[src/rtl/count_seq_pkg.sv]
// Shared definitions for the count sequencer: FSM state encodings and command priorities.
package count_seq_pkg;

  typedef enum logic [1:0] {
    ST_IDLE = 2'd0,
    ST_RUN  = 2'd1,
    ST_HOLD = 2'd2,
    ST_DONE = 2'd3
  } seq_state_e;

  // Command priority on every clock edge, 0 = highest.
  localparam int unsigned PRIO_RESET = 0;
  localparam int unsigned PRIO_ABORT = 1;
  localparam int unsigned PRIO_START = 2;
  localparam int unsigned PRIO_HOLD  = 3;
  localparam int unsigned PRIO_TICK  = 4;

endpackage

[src/rtl/count_sequencer_if.sv]
// Command/status bundle between a controller (master) and the count sequencer (slave).
interface count_sequencer_if #(
  parameter int WIDTH = 3
) ();

  logic             start;
  logic             abort;
  logic             hold;
  logic             auto_reload;
  logic [WIDTH-1:0] limit;
  logic [WIDTH-1:0] count;
  logic             busy;
  logic             done;
  logic [1:0]       state;

  modport master (
    output start, abort, hold, auto_reload, limit,
    input  count, busy, done, state
  );

  modport slave (
    input  start, abort, hold, auto_reload, limit,
    output count, busy, done, state
  );

endinterface

[src/rtl/count_sequencer_core.sv]
// count_core: WIDTH-bit up-counter datapath; clear wins over increment.
module count_core #(
  parameter int WIDTH = 3
) (
  input  logic             clk,
  input  logic             reset,
  input  logic             clr,
  input  logic             inc,
  output logic [WIDTH-1:0] count
);

  logic [WIDTH-1:0] count_d;
  logic [WIDTH-1:0] count_q;

  always_comb begin
    count_d = count_q;
    if (clr) begin
      count_d = '0;
    end else if (inc) begin
      count_d = count_q + WIDTH'(1);
    end
  end

  always_ff @(posedge clk) begin
    if (reset) begin
      count_q <= '0;
    end else begin
      count_q <= count_d;
    end
  end

  assign count = count_q;

endmodule

[src/rtl/count_sequencer.sv]
// Start/hold/abort sequencer around count_core, with one-shot and auto-reload modes.
// Optional tick prescaler (ratio PRE_DIV) is enabled by defining CNT_SEQ_PRESCALE_EN.
module count_sequencer
  import count_seq_pkg::*;
#(
  parameter int WIDTH   = 3,
  parameter int PRE_DIV = 4
) (
  input logic               clk,
  input logic               reset,
  count_sequencer_if.slave  bus
);

  if (PRE_DIV < 2) begin : g_bad_pre_div
    $error("count_sequencer: PRE_DIV must be >= 2");
  end

  seq_state_e       state_d;
  seq_state_e       state_q;
  logic [WIDTH-1:0] limit_d;
  logic [WIDTH-1:0] limit_q;
  logic             reload_d;
  logic             reload_q;
  logic             done_d;
  logic             done_q;
  logic             busy_d;
  logic             busy_q;
  logic [WIDTH-1:0] count;
  logic             clr;
  logic             inc;
  logic             start_ok;
  logic             tick;
  logic             presc_hit;

  assign start_ok = bus.start && ((state_q == ST_IDLE) || (state_q == ST_DONE));

`ifdef CNT_SEQ_PRESCALE_EN
  localparam int PW = $clog2(PRE_DIV);
  localparam logic [PW-1:0] PRE_LAST = PW'(PRE_DIV - 1);

  logic [PW-1:0] presc_d;
  logic [PW-1:0] presc_q;

  assign presc_hit = (presc_q == PRE_LAST);

  // Restarts from zero on every run entry and after each tick; frozen while held.
  always_comb begin
    presc_d = presc_q;
    if (bus.abort || start_ok || tick || (state_q != ST_RUN && state_q != ST_HOLD)) begin
      presc_d = '0;
    end else if (state_q == ST_RUN && !bus.hold) begin
      presc_d = presc_q + PW'(1);
    end
  end

  always_ff @(posedge clk) begin
    if (reset) begin
      presc_q <= '0;
    end else begin
      presc_q <= presc_d;
    end
  end
`else
  assign presc_hit = 1'b1;
`endif

  assign tick = (state_q == ST_RUN) && !bus.hold && presc_hit;

  always_comb begin
    state_d  = state_q;
    limit_d  = limit_q;
    reload_d = reload_q;
    done_d   = 1'b0;
    clr      = 1'b0;
    inc      = 1'b0;
    if (bus.abort) begin
      state_d = ST_IDLE;
      clr     = 1'b1;
    end else begin
      case (state_q)
        ST_IDLE: begin
          clr = 1'b1;
          if (start_ok) begin
            state_d  = ST_RUN;
            limit_d  = bus.limit;
            reload_d = bus.auto_reload;
          end
        end
        ST_RUN: begin
          if (bus.hold) begin
            state_d = ST_HOLD;
          end else if (tick) begin
            if (count != limit_q) begin
              inc = 1'b1;
            end else begin
              done_d = 1'b1;
              if (reload_q) begin
                clr = 1'b1;
              end else begin
                state_d = ST_DONE;
              end
            end
          end
        end
        ST_HOLD: begin
          if (!bus.hold) begin
            state_d = ST_RUN;
          end
        end
        ST_DONE: begin
          if (start_ok) begin
            state_d  = ST_RUN;
            clr      = 1'b1;
            limit_d  = bus.limit;
            reload_d = bus.auto_reload;
          end
        end
        default: begin
          state_d = ST_IDLE;
          clr     = 1'b1;
        end
      endcase
    end
    busy_d = (state_d == ST_RUN) || (state_d == ST_HOLD);
  end

  always_ff @(posedge clk) begin
    if (reset) begin
      state_q  <= ST_IDLE;
      limit_q  <= '0;
      reload_q <= 1'b0;
      done_q   <= 1'b0;
      busy_q   <= 1'b0;
    end else begin
      state_q  <= state_d;
      limit_q  <= limit_d;
      reload_q <= reload_d;
      done_q   <= done_d;
      busy_q   <= busy_d;
    end
  end

  count_core #(
    .WIDTH (WIDTH)
  ) u_core (
    .clk   (clk),
    .reset (reset),
    .clr   (clr),
    .inc   (inc),
    .count (count)
  );

  assign bus.count = count;
  assign bus.busy  = busy_q;
  assign bus.done  = done_q;
  assign bus.state = state_q;

endmodule

[src/flat_wrapper.sv]
// flat-port wrapper written by rule: the top's interface ports become plain ports
module count_sequencer_flat import count_seq_pkg::*;
#(
  parameter int WIDTH   = 3,
  parameter int PRE_DIV = 4
)
  (clk, reset, bus_start, bus_abort, bus_hold, bus_auto_reload, bus_limit, bus_count, bus_busy, bus_done, bus_state);
  count_sequencer_if #(.WIDTH(WIDTH)) bus_i ();
  input logic clk;
  input logic reset;
  input wire logic [$bits(bus_i.start)-1:0] bus_start;
  input wire logic [$bits(bus_i.abort)-1:0] bus_abort;
  input wire logic [$bits(bus_i.hold)-1:0] bus_hold;
  input wire logic [$bits(bus_i.auto_reload)-1:0] bus_auto_reload;
  input wire logic [$bits(bus_i.limit)-1:0] bus_limit;
  output wire logic [$bits(bus_i.count)-1:0] bus_count;
  output wire logic [$bits(bus_i.busy)-1:0] bus_busy;
  output wire logic [$bits(bus_i.done)-1:0] bus_done;
  output wire logic [$bits(bus_i.state)-1:0] bus_state;
  assign bus_i.start = bus_start;
  assign bus_i.abort = bus_abort;
  assign bus_i.hold = bus_hold;
  assign bus_i.auto_reload = bus_auto_reload;
  assign bus_i.limit = bus_limit;
  assign bus_count = bus_i.count;
  assign bus_busy = bus_i.busy;
  assign bus_done = bus_i.done;
  assign bus_state = bus_i.state;
  count_sequencer #(.WIDTH(WIDTH), .PRE_DIV(PRE_DIV)) u_core (.clk(clk), .reset(reset), .bus(bus_i));
endmodule
[config.mk]
export PLATFORM = sky130hd
export DESIGN_NAME = count_sequencer_flat
export DESIGN_NICKNAME = d
export VERILOG_FILES = /design/src/rtl/count_seq_pkg.sv /design/src/rtl/count_sequencer_if.sv /design/src/rtl/count_sequencer_core.sv /design/src/rtl/count_sequencer.sv /design/src/flat_wrapper.sv
export SDC_FILE = /design/constraint.sdc
export NUM_CORES = 1
export LEC_CHECK = 0
export BUFFER_PORTS_ARGS = -buffer_cell sky130_fd_sc_hd__buf_2
export CORE_MARGIN = 3
export CORE_UTILIZATION = 44
export DETAILED_ROUTE_END_ITERATION = 6
export PLACE_DENSITY_LB_ADDON = 0.1
export SLEW_MARGIN = 25
export SYNTH_ARGS = -nofsm -noshare
export SYNTH_HDL_FRONTEND = slang
export SYNTH_SLANG_ARGS = --single-unit
[constraint.sdc]
create_clock -name clk -period 1.7 [get_ports clk]
set_input_delay 0.17 -clock clk [delete_from_list [all_inputs] [get_ports clk]]
set_output_delay 0.17 -clock clk [all_outputs]
set_load 0.005 [all_outputs]
* Word level (Yosys, flattened, before mapping)
Cells that the tools add are included.
** Storage, ports and cells
- Register bits :: 11
- Input port bits :: 9
- Output and inout bits :: 7
- Logic and storage cells :: 47
** Cells by class
- Add/subtract/negate cells :: 1
- Eq/ne operators :: 6
- Multiplexer cells :: 21
- Bitwise gates (word level) :: 3
- Reduce and logical (&&, ||, !) cells :: 10
** Operators with widths (number)
- two-way mux 2 bit :: 7
- two-way mux 1 bit :: 12
- == test 2 bit, second input constant :: 3
- case mux 2 bit (3 select lines) :: 1
- OR reduction 5 bit :: 1
- == test 2 x 1 -> 1 bit, second input constant :: 2
- OR reduction 2 bit :: 2
- adder 3 x 1 -> 3 bit, second input constant :: 1
- inequality test 3 bit :: 1
- NOT 1 bit :: 3
- case mux 1 bit (3 select lines) :: 1
- AND reduction 3 bit :: 1
- logical AND 1 bit :: 2
- zero test 2 bit :: 1
- logical OR 1 bit :: 2
- zero test 1 bit :: 1

* Longest topological paths before layout
Gate-level depths: netlist of the first run.
- Depth after elaboration :: 8
- Mapped depth :: 7
- Gate-level depth less buffers :: 7

* Modules after synthesis
From an unflattened synthesis of the first run, not the netlist that was laid out.
** Unflattened totals
- Cell total of the unflattened synthesis :: 67
- Area, all modules :: 620.6 um2
** Modules (own cells, without submodules)
- count_sequencer :: instances 1, cells an instance 55, area each 493.0 um2, sequential area each 160.2 um2
- count_core :: instances 1, cells an instance 12, area each 127.6 um2, sequential area each 60.1 um2

* Worst setup path before layout of the first run
No wires, ideal clock.
- Path type :: reg2reg
- Start :: register u_core.state_q[0] (netlist: u_core.bus.state[0])
- End :: register u_core.busy_q (netlist: u_core.bus.busy)
- Setup time :: 0.128 ns
- Arrival time :: 1.737 ns
- Required time :: 1.572 ns
- Slack :: -0.165 ns
- Stages on the path, launching flop included :: 8
- Buffers on the path :: 0
- Clock period less this slack :: 1.865 ns
- Path through :: dfxtp_1 inv_1 ha_1 nand2b_1 a21o_1 a2111oi_4 xnor2_1 nor2_1
** Between the ends
- Cells in the longest elaborated chain, start to end :: 8
- Elaborated cells on any way between the ends :: 19
- Those cells by class :: 5 x eq/ne; 8 x mux; 6 x reduce/logical
** RTL lines
- from (decl) :: line count_sequencer.sv:19 : seq_state_e state_q;
- from (signal assigned) :: line count_sequencer.sv:135 : state_q <= state_d;
- two-way mux 2 bit (tied with other cells) :: line count_sequencer.sv:97 : if (reload_q) begin
- two-way mux 2 bit (tied with other cells) :: line count_sequencer.sv:93 : if (count != limit_q) begin
- two-way mux 2 bit or logical AND 1 bit (tied branches) :: line count_sequencer.sv:92, count_sequencer.sv:35
- two-way mux 2 bit, on equally long branches :: line count_sequencer.sv:90, count_sequencer.sv:83, count_sequencer.sv:111
- case mux 2 bit (3 select lines) * :: line count_sequencer.sv:80 : case (state_q)
- two-way mux 2 bit * :: line count_sequencer.sv:76 : if (bus.abort) begin
- == test 2 x 1 -> 1 bit or == test 2 bit (tied branches) :: line count_sequencer.sv:124 : busy_d = (state_d == ST_RUN) || (state_d == ST_HOLD);
- logical OR 1 bit * :: line count_sequencer.sv:124
- to (signal assigned) :: line count_sequencer.sv:139 : busy_q <= busy_d;
- to (decl) :: line count_sequencer.sv:27 : logic busy_q;
Mark *: on every way between the ends. The rest lies on a longest branch, timed or not.
A chain may end at the register's enable or synchronous reset.

* Final worst setup path of the first run
Same ends and word-level chain as after synthesis.

==> results.toml, run 1 <==
[critical_path]
path_class = "flip-flop to flip-flop"
worstPathCellList = "inv_2 > ha_4 > nand2b_1 > a21o_1 > a2111oi_4 > xnor2_1 > nor2_1"
crit_fanout = 3
crit_path_max_incr_delay_ns = 0.37
r2r_start = "u_core.bus.state[0]$_SDFF_PP0_"
rr_worst_depth = 7
critPathArrivalTime_ns = 1.85
start_kind = "flip-flop"
reg2reg_to = "u_core.bus.busy$_SDFF_PP0_"
cp_slowest_cell = "a2111oi_4"
crit_required_ns = 1.87
rrSetupSlack_ns = 0.01
endpoint_kind = "flip-flop"

[die]
die_area_um2 = 1900
core_area_um2 = 1220
die_w_um = 43.6
die_h_um = 43.6
row_count = 12
ios = 16
initial_core_util_pct = 51.1

[place]
finalWeightedCongestion = 0.752
port_buffers = 15
hpwl_mm = 1.00
dpl.cell_count = 96
dpl_cell_area_um2 = 753

[finish]
drive_above_1_share_pct = 37.2
fill_cells = 96
nNetsFinal = 102
final_cell_mix = "buf_2 (15), nor2_1 (11), dfxtp_1 (9)"
final_common_cell = "buf_2"
layoutNonFillerInstCount = 100
antenna_cells = 0
area_growth_pct = 30.4
fin_area_um2 = 811

[drt]
drt_pre_antenna_iters = 4
drc_errors = 0
vias = 536
drt-wirelength-per-cell_um = 13.7
drtIter0Drc = 10
wirelength_mm = 1.37
antenna_left = 0
vias_per_cell = 5.36

[sta]
tightest_slew_ns = 0.386
drv_slew = 0
fin_skew_ns = 0.00313
slew_headroom_pct = 74.1
setup_viol = 0
min_period_ns = 1.69
rsz0062_at_grt = "true"
fmax_mhz = 593
hold_viol_final = 0
min_period_over_period_pct = 99.1

[clock_network]
cts_num_sinks = 11
clk_latency_ns = 0.28
tritoncts = "built"
clock_path_buffers = 2
h-tree-depth = 1
cts_buffers = 3
root_buffer = "clkbuf_4"
path_clk_slew_ns = 0.07
postCtsHoldBufs = 0

[outcome]
status = "completed"

[worst_hold_path]
hold_end = "u_core.reload_q$_SDFFE_PP0P_"
worstHoldStart = "bus_auto_reload"
min_path_type = "input port to flip-flop"
whs_path_depth = 3

[synth]
synth_warnings = 0
synth-seq-cells = 11
ys_types = 25
syn_inst = 63
synth_area_per_cell_um2 = 9.87
syn_nets = 78
netlist_area_um2 = 622
yosysSeqAreaShare_pct = 35.4

[global_routing]
track_usage_pct = 15.2
grt_overflow = 0
antenna_found_initial = 0
grt_pass1_wl_mm = 2.08
grt_max_degree = 11
grt_pass1_vias = 459

[power]
ir_drop_v = 0.000472
power_leakage_nw = 0.332
p_per_area_nw_per_um2 = 671

[job]
max_cap_violations = 0
-- power breakdown --
part / internal, W / switching (W)
logic: 0.0000439 / 0.0000497
clock network: 0.0000912 / 0.0000895
registers: 0.000265 / 0.00000473
total: 0.000400 / 0.000144
-- per-stage QoR --
step / power (W) / TNS [ns] / util [%] / setup WS (ns) / hold WS, ns
3_3_place_gp: 0.000360 / 0 / 61.9 / 0.0510 / 0.404
6_report: 0.000544 / 0 / 66.7 / 0.0146 / 0.126
5_1_grt: 0.000573 / -0.0832 / 66.7 / -0.0358 / 0.145
2_1_floorplan: 0.000329 / 0 / - / 0.0128 / 0.247
4_1_cts: 0.000545 / 0 / 64.1 / 0.00117 / 0.120
3_5_place_dp: 0.000362 / 0 / 61.9 / 0.0184 / 0.413
-- cells in the mapped netlist --
| cell | count | area, µm² |
|---|---|---|
| a2111oi_4 | 1 | 27.5 |
| nand4_1 | 1 | 6.26 |
| xor2_1 | 1 | 8.76 |
| a31oi_1 | 1 | 6.26 |
| nor4b_1 | 1 | 8.76 |
| buf_1 | 1 | 3.75 |
| nand2b_1 | 2 | 12.5 |
| ha_1 | 6 | 75.1 |
| a311oi_2 | 1 | 15.0 |
| mux2i_1 | 5 | 50.1 |
| o2bb2ai_1 | 1 | 8.76 |
| a211oi_1 | 2 | 15.0 |
| a21oi_1 | 1 | 5.00 |
| dfxtp_1 | 11 | 220 |
| xnor2_1 | 5 | 43.8 |
| a21o_1 | 1 | 7.51 |
| inv_1 | 2 | 7.51 |
| nand4b_1 | 1 | 8.76 |
| o21a_1 | 1 | 7.51 |
| nor2_1 | 11 | 41.3 |
| nor2b_1 | 3 | 18.8 |
| nand2_1 | 1 | 3.75 |
| nor3b_1 | 1 | 7.51 |
| and3_1 | 1 | 6.26 |
| nor4_1 | 1 | 6.26 |
-- critical path: cells and delay by family (launching register included) --
family                     cells  cell delay [ns]
buffers and inverters          1             0.05
AOI/OAI and AO/OA              2             0.56
and+or+nand+nor                2             0.22
adders and majority gates      1             0.23
xor gates and xnor gates       1             0.16
DFF                            1             0.35
-- kinds of logic (layout without fill, tap and decap cells) --
group	after synthesis	in the layout	share of synthesized area, %
XOR/XNOR	6	6	8.45
AO/OA/AOI/OAI	9	9	14.9
AND/OR/NAND/NOR	23	23	19.3
multiplexers	5	5	8.05
adder cells (fa/ha/maj)	6	6	12.1
flip-flops	11	11	35.4
buffers and inverters	3	26	1.81
-- sequential cells by signal, summed over array words and instances (netlist names) --
register,count
u_core.bus.done,1
u_core.limit_q,3
u_core.u_core.count,3
u_core.bus.state,2
u_core.reload_q,1
u_core.bus.busy,1
-- repair_timing --
action                                  CTS  global route
resized for setup                         0             6
setup buffers                             0             0
endpoints found under the setup margin    0             3
hold endpoints to repair                  0             0
-- layout make-up --
type / count / area [µm²] / area share [%]
multi-input combinational: 49 / 422 / 52.0
sequential: 11 / 225 / 27.8
timing repair buffer: 20 / 113 / 13.9
clock buffer: 4 / 26.3 / 3.24
tap: 14 / 17.5 / 2.16
inverter: 2 / 7.51 / 0.926
-- worst max-delay path by stage --
stage / to / startpoint
after global placement: u_core.bus.busy$_SDFF_PP0_ / u_core.bus.state[0]$_SDFF_PP0_
after global routing: u_core.bus.busy$_SDFF_PP0_ / u_core.bus.state[0]$_SDFF_PP0_
after CTS: u_core.bus.busy$_SDFF_PP0_ / u_core.bus.state[0]$_SDFF_PP0_
after detailed placement: u_core.bus.busy$_SDFF_PP0_ / u_core.bus.state[0]$_SDFF_PP0_
after floorplan: u_core.bus.busy$_SDFF_PP0_ / u_core.bus.state[0]$_SDFF_PP0_
final: u_core.bus.busy$_SDFF_PP0_ / u_core.bus.state[0]$_SDFF_PP0_
-- metal layers --
layer	part of all wire (%)	global-route usage, %	wire [µm]
met1	48	20.9	662
met2	45	20.1	614
met3	5.1	6.22	70
met4	1.6	7.83	22
met5	0	0	0
Note: power is estimated with default switching activity, not from simulation.
==> inputs of run 2 (changes only) <==
- TNS_END_PERCENT: default -> 30
- clock period: 1.7 -> 1.35 ns (I/O delays scaled with it)
==> results.toml, run 2 (synthesized netlist as in run 1, its figures left out) <==
[finish]
seq_area_um2 = 228
nNetsFinal = 113
final_cell_mix = "buf_2 (15), buf_4 (15), nor2_1 (10)"
drive_above_1_share_pct = 54.6
fin_area_um2 = 988
antenna_cells = 0
multiInputGateArea_um2 = 503
area_growth_pct = 59.0
fin_util_pct = 81.3
fill_cells = 85

[critical_path]
endpoint_kind = "flip-flop"
reg2reg_to = "u_core.bus.busy$_SDFF_PP0_"
path_class = "flip-flop to flip-flop"
crit_required_ns = 1.50
crit_fanout = 4
cp_top_family = "compound AO/OA/AOI/OAI gates"
critPathArrivalTime_ns = 1.76
start_kind = "flip-flop"
rrSetupSlack_ns = -0.26
crit_path_max_incr_delay_ns = 0.38
rr_worst_depth = 7
worstPathCellList = "inv_6 > ha_4 > nand2b_4 > a21o_1 > a2111oi_4 > xnor2_1 > nor2_1"
r2r_start = "u_core.bus.state[1]$_SDFF_PP0_"
crit_buf_inv = 1
cp_slowest_cell = "dfxtp_4"

[clock_network]
h-tree-depth = 1
clock_path_buffers = 2
clk_latency_ns = 0.26
cts_num_sinks = 11
path_clk_slew_ns = 0.07
cts_buffers = 3
tritoncts = "built"
root_buffer = "clkbuf_4"

[power]
power_leakage_nw = 0.408
power_w = 0.000714
ir_drop_v = 0.000722
p_per_area_nw_per_um2 = 722

[place]
finalWeightedCongestion = 0.761
port_buffers = 15
dpl_cell_area_um2 = 838
hpwl_um = 999

[global_routing]
met2_usage_pct = 25.3
grt_pass1_wl_mm = 2.33
grt_max_degree = 11
grt_pass1_vias = 544
met3_usage_pct = 7.47
track_usage_pct = 16.8
grt_overflow = 0
antenna_found_initial = 0
top_usage_layer = "met2"
use_met1_pct = 21.3

[sta]
setup_ws_ns = -0.263
tightest_slew_ns = 0.305
drv_slew = 0
slew_headroom_pct = 79.5
rsz0062_at_grt = "true"
fin_setup_tns_ns = -1.19
hold_viol_final = 0
min_period_ns = 1.61
fin_skew_ns = 0.00203
min_period_over_period_pct = 119
holdWs_ns = 0.103
setup_viol = 10
fmax_mhz = 620

[drt]
drtIter0Drc = 12
drc_errors = 0
drt_pre_antenna_iters = 4
vias = 571
vias_per_cell = 5.14
drt-wirelength-per-cell_um = 13.3
wirelength_mm = 1.47
antenna_left = 0

[worst_hold_path]
min_path_type = "input port to flip-flop"
whs_path_depth = 3
worstHoldStart = "bus_auto_reload"
hold_end = "u_core.reload_q$_SDFFE_PP0P_"

[job]
max_cap_violations = 0

[die]
die_area_um2 = 1900
die_w_um = 43.6
row_count = 12
initial_core_util_pct = 51.1
die_h_um = 43.6
core_area_um2 = 1220
ios = 16

[outcome]
violations = "negative setup slack"
status = "complete, but fails checks"
==> run 2: cell count changes in the layout (fill, tap and decap cells not counted), moves of 2 or more <==
| cell | delta |
|---|---|
| buf_4 | +10 |
| inv_2 | -2 |
| nand2b_1 | -2 |
| nand2b_4 | +2 |
| nor2b_1 | -2 |
==> run 2: worst reg2reg max path: cells and delay by family (launching register included) <==
family / cells / cell delay, ns
compound gates: 2 / 0.50
flops: 1 / 0.38
fa+ha+maj: 1 / 0.23
simple gates: 2 / 0.20
xor+xnor: 1 / 0.16
buf+inv: 1 / 0.04
==> run 2: metrics by stage <==
stage          instances  setup slack, ns
5_1_grt              111           -0.322
3_3_place_gp         104           -0.216
2_1_floorplan         63           -0.214
4_1_cts              108           -0.260
6_report             111           -0.263
3_5_place_dp         104           -0.244
==> run 2: how the worst max path moves through the flow <==
stage                                   startpoint                         end  slack, ns  depth (start not counted)
detailed placement  u_core.bus.state[1]$_SDFF_PP0_  u_core.bus.busy$_SDFF_PP0_      -0.24                          7
global placement    u_core.bus.state[1]$_SDFF_PP0_  u_core.bus.busy$_SDFF_PP0_      -0.22                          7
CTS                 u_core.bus.state[1]$_SDFF_PP0_  u_core.bus.busy$_SDFF_PP0_      -0.26                          7
floorplan           u_core.bus.state[1]$_SDFF_PP0_  u_core.bus.busy$_SDFF_PP0_      -0.21                          7
global route        u_core.bus.state[1]$_SDFF_PP0_  u_core.bus.busy$_SDFF_PP0_      -0.32                          7
finish              u_core.bus.state[1]$_SDFF_PP0_  u_core.bus.busy$_SDFF_PP0_      -0.26                          7
==> run 2: cell type report <==
| cell class | count | area share [%] |
|---|---|---|
| flip-flops and latches | 11 | 23.0 |
| multi-input cells | 49 | 50.9 |
| repair buffers | 31 | 20.1 |
| well taps | 14 | 1.77 |
| clock buffers | 4 | 2.66 |
| inverters | 2 | 1.52 |
==> run 2: timing repair <==
action	in CTS	in global routing
hold buffers	0	0
buffers inserted	0	3
resized for setup	4	15
pin swaps	2	3
endpoints found under the setup margin	10	11
==> run 2: metal layers <==
layer | up-vias | wire (µm)
met4 | 0 | 12
met3 | 2 | 63
met5 | - | 0
met1 | 262 | 710
met2 | 12 | 686
li1 | 295 | -
==> run 2: power breakdown <==
group | total (W) | internal (W) | switching (W)
registers | 0.000340 | 0.000332 | 0.00000841
clock network | 0.000218 | 0.000114 | 0.000104
logic | 0.000155 | 0.0000818 | 0.0000734
total | 0.000714 | 0.000528 | 0.000186
==> inputs of run 3 (changes only) <==
- CELL_PAD_IN_SITES_DETAIL_PLACEMENT: default -> 1
- CELL_PAD_IN_SITES_GLOBAL_PLACEMENT: default -> 2
- CORE_ASPECT_RATIO: default -> 0.75
- CORE_UTILIZATION: 44 -> 26
- SYNTH_HIERARCHICAL: default -> 1
==> results.toml, run 3 <==
[power]
swShare_pct = 27.1
p_clk_share_pct = 31.4
switchingPower_w = 0.000196
power_frac_seq_pct = 47.9
ir_drop_v = 0.000364
power_leakage_nw = 0.413
p_comb_share_pct = 20.7
internal-power_w = 0.000527
p_per_area_nw_per_um2 = 757

[sta]
rsz0062_at_grt = "true"
min_period_over_period_pct = 110
fmax_mhz = 674
fin_setup_tns_ns = -0.771
setup_viol = 10
min_period_ns = 1.48
setup_ws_ns = -0.134
slew_headroom_pct = 80.3
holdWs_ns = 0.0970
hold_viol_final = 0
tightest_slew_ns = 0.295
drv_slew = 0
fin_skew_ns = 0.00458

[clock_network]
cts_buffers = 3
postCtsHoldBufs = 0
cts_num_sinks = 11
clk_latency_ns = 0.27
tritoncts = "built"
root_buffer = "clkbuf_4"
h-tree-depth = 1
path_clk_slew_ns = 0.07
clock_path_buffers = 2

[global_routing]
antenna_found_initial = 0
grt_pass1_wl_mm = 2.88
grt_max_degree = 10
grt_pass1_vias = 635
grt_overflow = 0
track_usage_pct = 12.1

[critical_path]
endpoint_kind = "flip-flop"
reg2reg_to = "u_core/bus.busy$_SDFF_PP0_"
path_class = "flip-flop to flip-flop"
crit_required_ns = 1.51
rrSetupSlack_ns = -0.13
rr_worst_depth = 7
r2r_start = "u_core/bus.state[1]$_SDFF_PP0_"
critPathArrivalTime_ns = 1.65
start_kind = "flip-flop"
crit_fanout = 5

[finish]
antenna_cells = 0
area_growth_pct = 53.8
layoutNonFillerInstCount = 129
fin_util_pct = 44.7
final_common_cell = "buf_2"
final_cell_mix = "buf_2 (15), buf_4 (11), nor2_1 (9)"
nNetsFinal = 112
drive_above_1_share_pct = 53.6

[drt]
drc_errors = 0
wirelength_mm = 1.65
vias_per_cell = 4.43
drt-wirelength-per-cell_um = 12.8
drtIter0Drc = 13
drt_pre_antenna_iters = 4
antenna_left = 0
vias = 571

[synth]
yosysSeqAreaShare_pct = 35.5
synth-seq-cells = 11
synth_edf_count = 0
syn_nets = 81
yosysTopAreaCellShare_pct = 35.5
yosys.area.top_type = "dfxtp_1"
yosysMostFrequentCell = "dfxtp_1"
ys_top_cells_by_count = "dfxtp_1 (11), nor2_1 (9), ha_1 (5), inv_1 (5), mux2i_1 (5)"
ys.flop_type = "dfxtp_1"
syn_inst = 67
synth_area_per_cell_um2 = 9.26
ys_async_sr_fraction_pct = 0
synth_warnings = 6
synthTopCellsByArea = "dfxtp_1 (35%), ha_1 (10%), mux2i_1 (8.1%)"
ys_types = 26
netlist_area_um2 = 621

[place]
hpwl_mm = 1.38
dpl.cell_count = 123
finalWeightedCongestion = 0.853
port_buffers = 15

[worst_hold_path]
worstHoldStart = "bus_auto_reload"
min_path_type = "input port to flip-flop"
hold_end = "u_core/reload_q$_SDFFE_PP0P_"
whs_path_depth = 3

[die]
initial_core_util_pct = 29.0
row_count = 14
ios = 16
core_area_um2 = 2140
die_area_um2 = 3020
die_w_um = 62.4
die_h_um = 48.3

[job]
max_cap_violations = 0

[outcome]
violations = "negative setup slack"
status = "complete, but fails checks"
==> run 3: cell types whose count changed after synthesis, sizes merged, moves of 2 or more <==
cell / change
inv: +3
nand3: +3
a211oi: -2
a21oi: +2
nand2: +2
nor2: -2
o311ai: +2
or2: +2
==> run 3: routing by layer <==
metal	track usage (%)	vias to the layer above	share of wire, %
li1	-	292	-
met1	16.1	268	50
met2	18.4	11	45
met3	5.09	0	5.0
met4	2.20	0	0
met5	0	-	0
==> run 3: worst max-delay path, cell delays in order, from the launching register on <==
cell	delay, ns
dfxtp_4	0.37
buf_12	0.12
ha_4	0.29
nand2b_1	0.06
a21oi_1	0.12
o221a_1	0.22
xor2_1	0.15
nor2_1	0.05
==> run 3: kinds of logic after synthesis <==
kind of cell	Yosys count	synth area share (%)
muxes	5	8.06
xor gates and xnor gates	5	7.06
AOI/OAI and AO/OA	9	13.7
DFF	11	35.5
and+or+nand+nor	26	21.8
adders and majority gates	5	10.1
buffers and inverters	6	3.83
==> run 3: layout make-up <==
cell class	count	area (µm²)
well taps	32	40.0
multi-input cells	50	458
flip-flops and latches	11	229
clock buffers	4	26.3
repair buffers	27	178
inverters	5	23.8
fillers	270	1180
==> run 3: worst max path at each step <==
stage	to	start	cells after the start
floorplan	u_core/bus.busy$_SDFF_PP0_	u_core/bus.state[1]$_SDFF_PP0_	7
global placement	u_core/bus.busy$_SDFF_PP0_	u_core/bus.state[1]$_SDFF_PP0_	7
detailed placement	u_core/bus.busy$_SDFF_PP0_	u_core/bus.state[1]$_SDFF_PP0_	7
CTS	u_core/bus.busy$_SDFF_PP0_	u_core/bus.state[1]$_SDFF_PP0_	7
global route	u_core/bus.busy$_SDFF_PP0_	u_core/bus.state[1]$_SDFF_PP0_	7
finish	u_core/bus.busy$_SDFF_PP0_	u_core/bus.state[1]$_SDFF_PP0_	7
==> run 3: power by group through the flow <==
stage / Clock, W / Sequential, W / Combinational (W)
2_1_floorplan: 0 / 0.000353 / 0.0000832
3_3_place_gp: 0 / 0.000353 / 0.000137
3_5_place_dp: 0 / 0.000354 / 0.000140
6_report: 0.000227 / 0.000346 / 0.000149
4_1_cts: 0.000240 / 0.000347 / 0.000151
5_1_grt: 0.000260 / 0.000349 / 0.000166
==> run 3: timing repair <==
| item | in CTS | in global routing |
|---|---|---|
| resized for setup | 8 | 1 |
| buffers inserted | 2 | 0 |
| endpoints found under the setup margin | 10 | 10 |
| pin swaps | 11 | 2 |
==> run 3: metrics by stage <==
stage	instance area, µm²	power [W]	setup slack, ns
final	955	0.000723	-0.134
after global routing	955	0.000775	-0.222
after detailed placement	860	0.000493	-0.168
after floorplan	674	0.000436	-0.0749
after CTS	952	0.000738	-0.140
after global placement	860	0.000490	-0.142
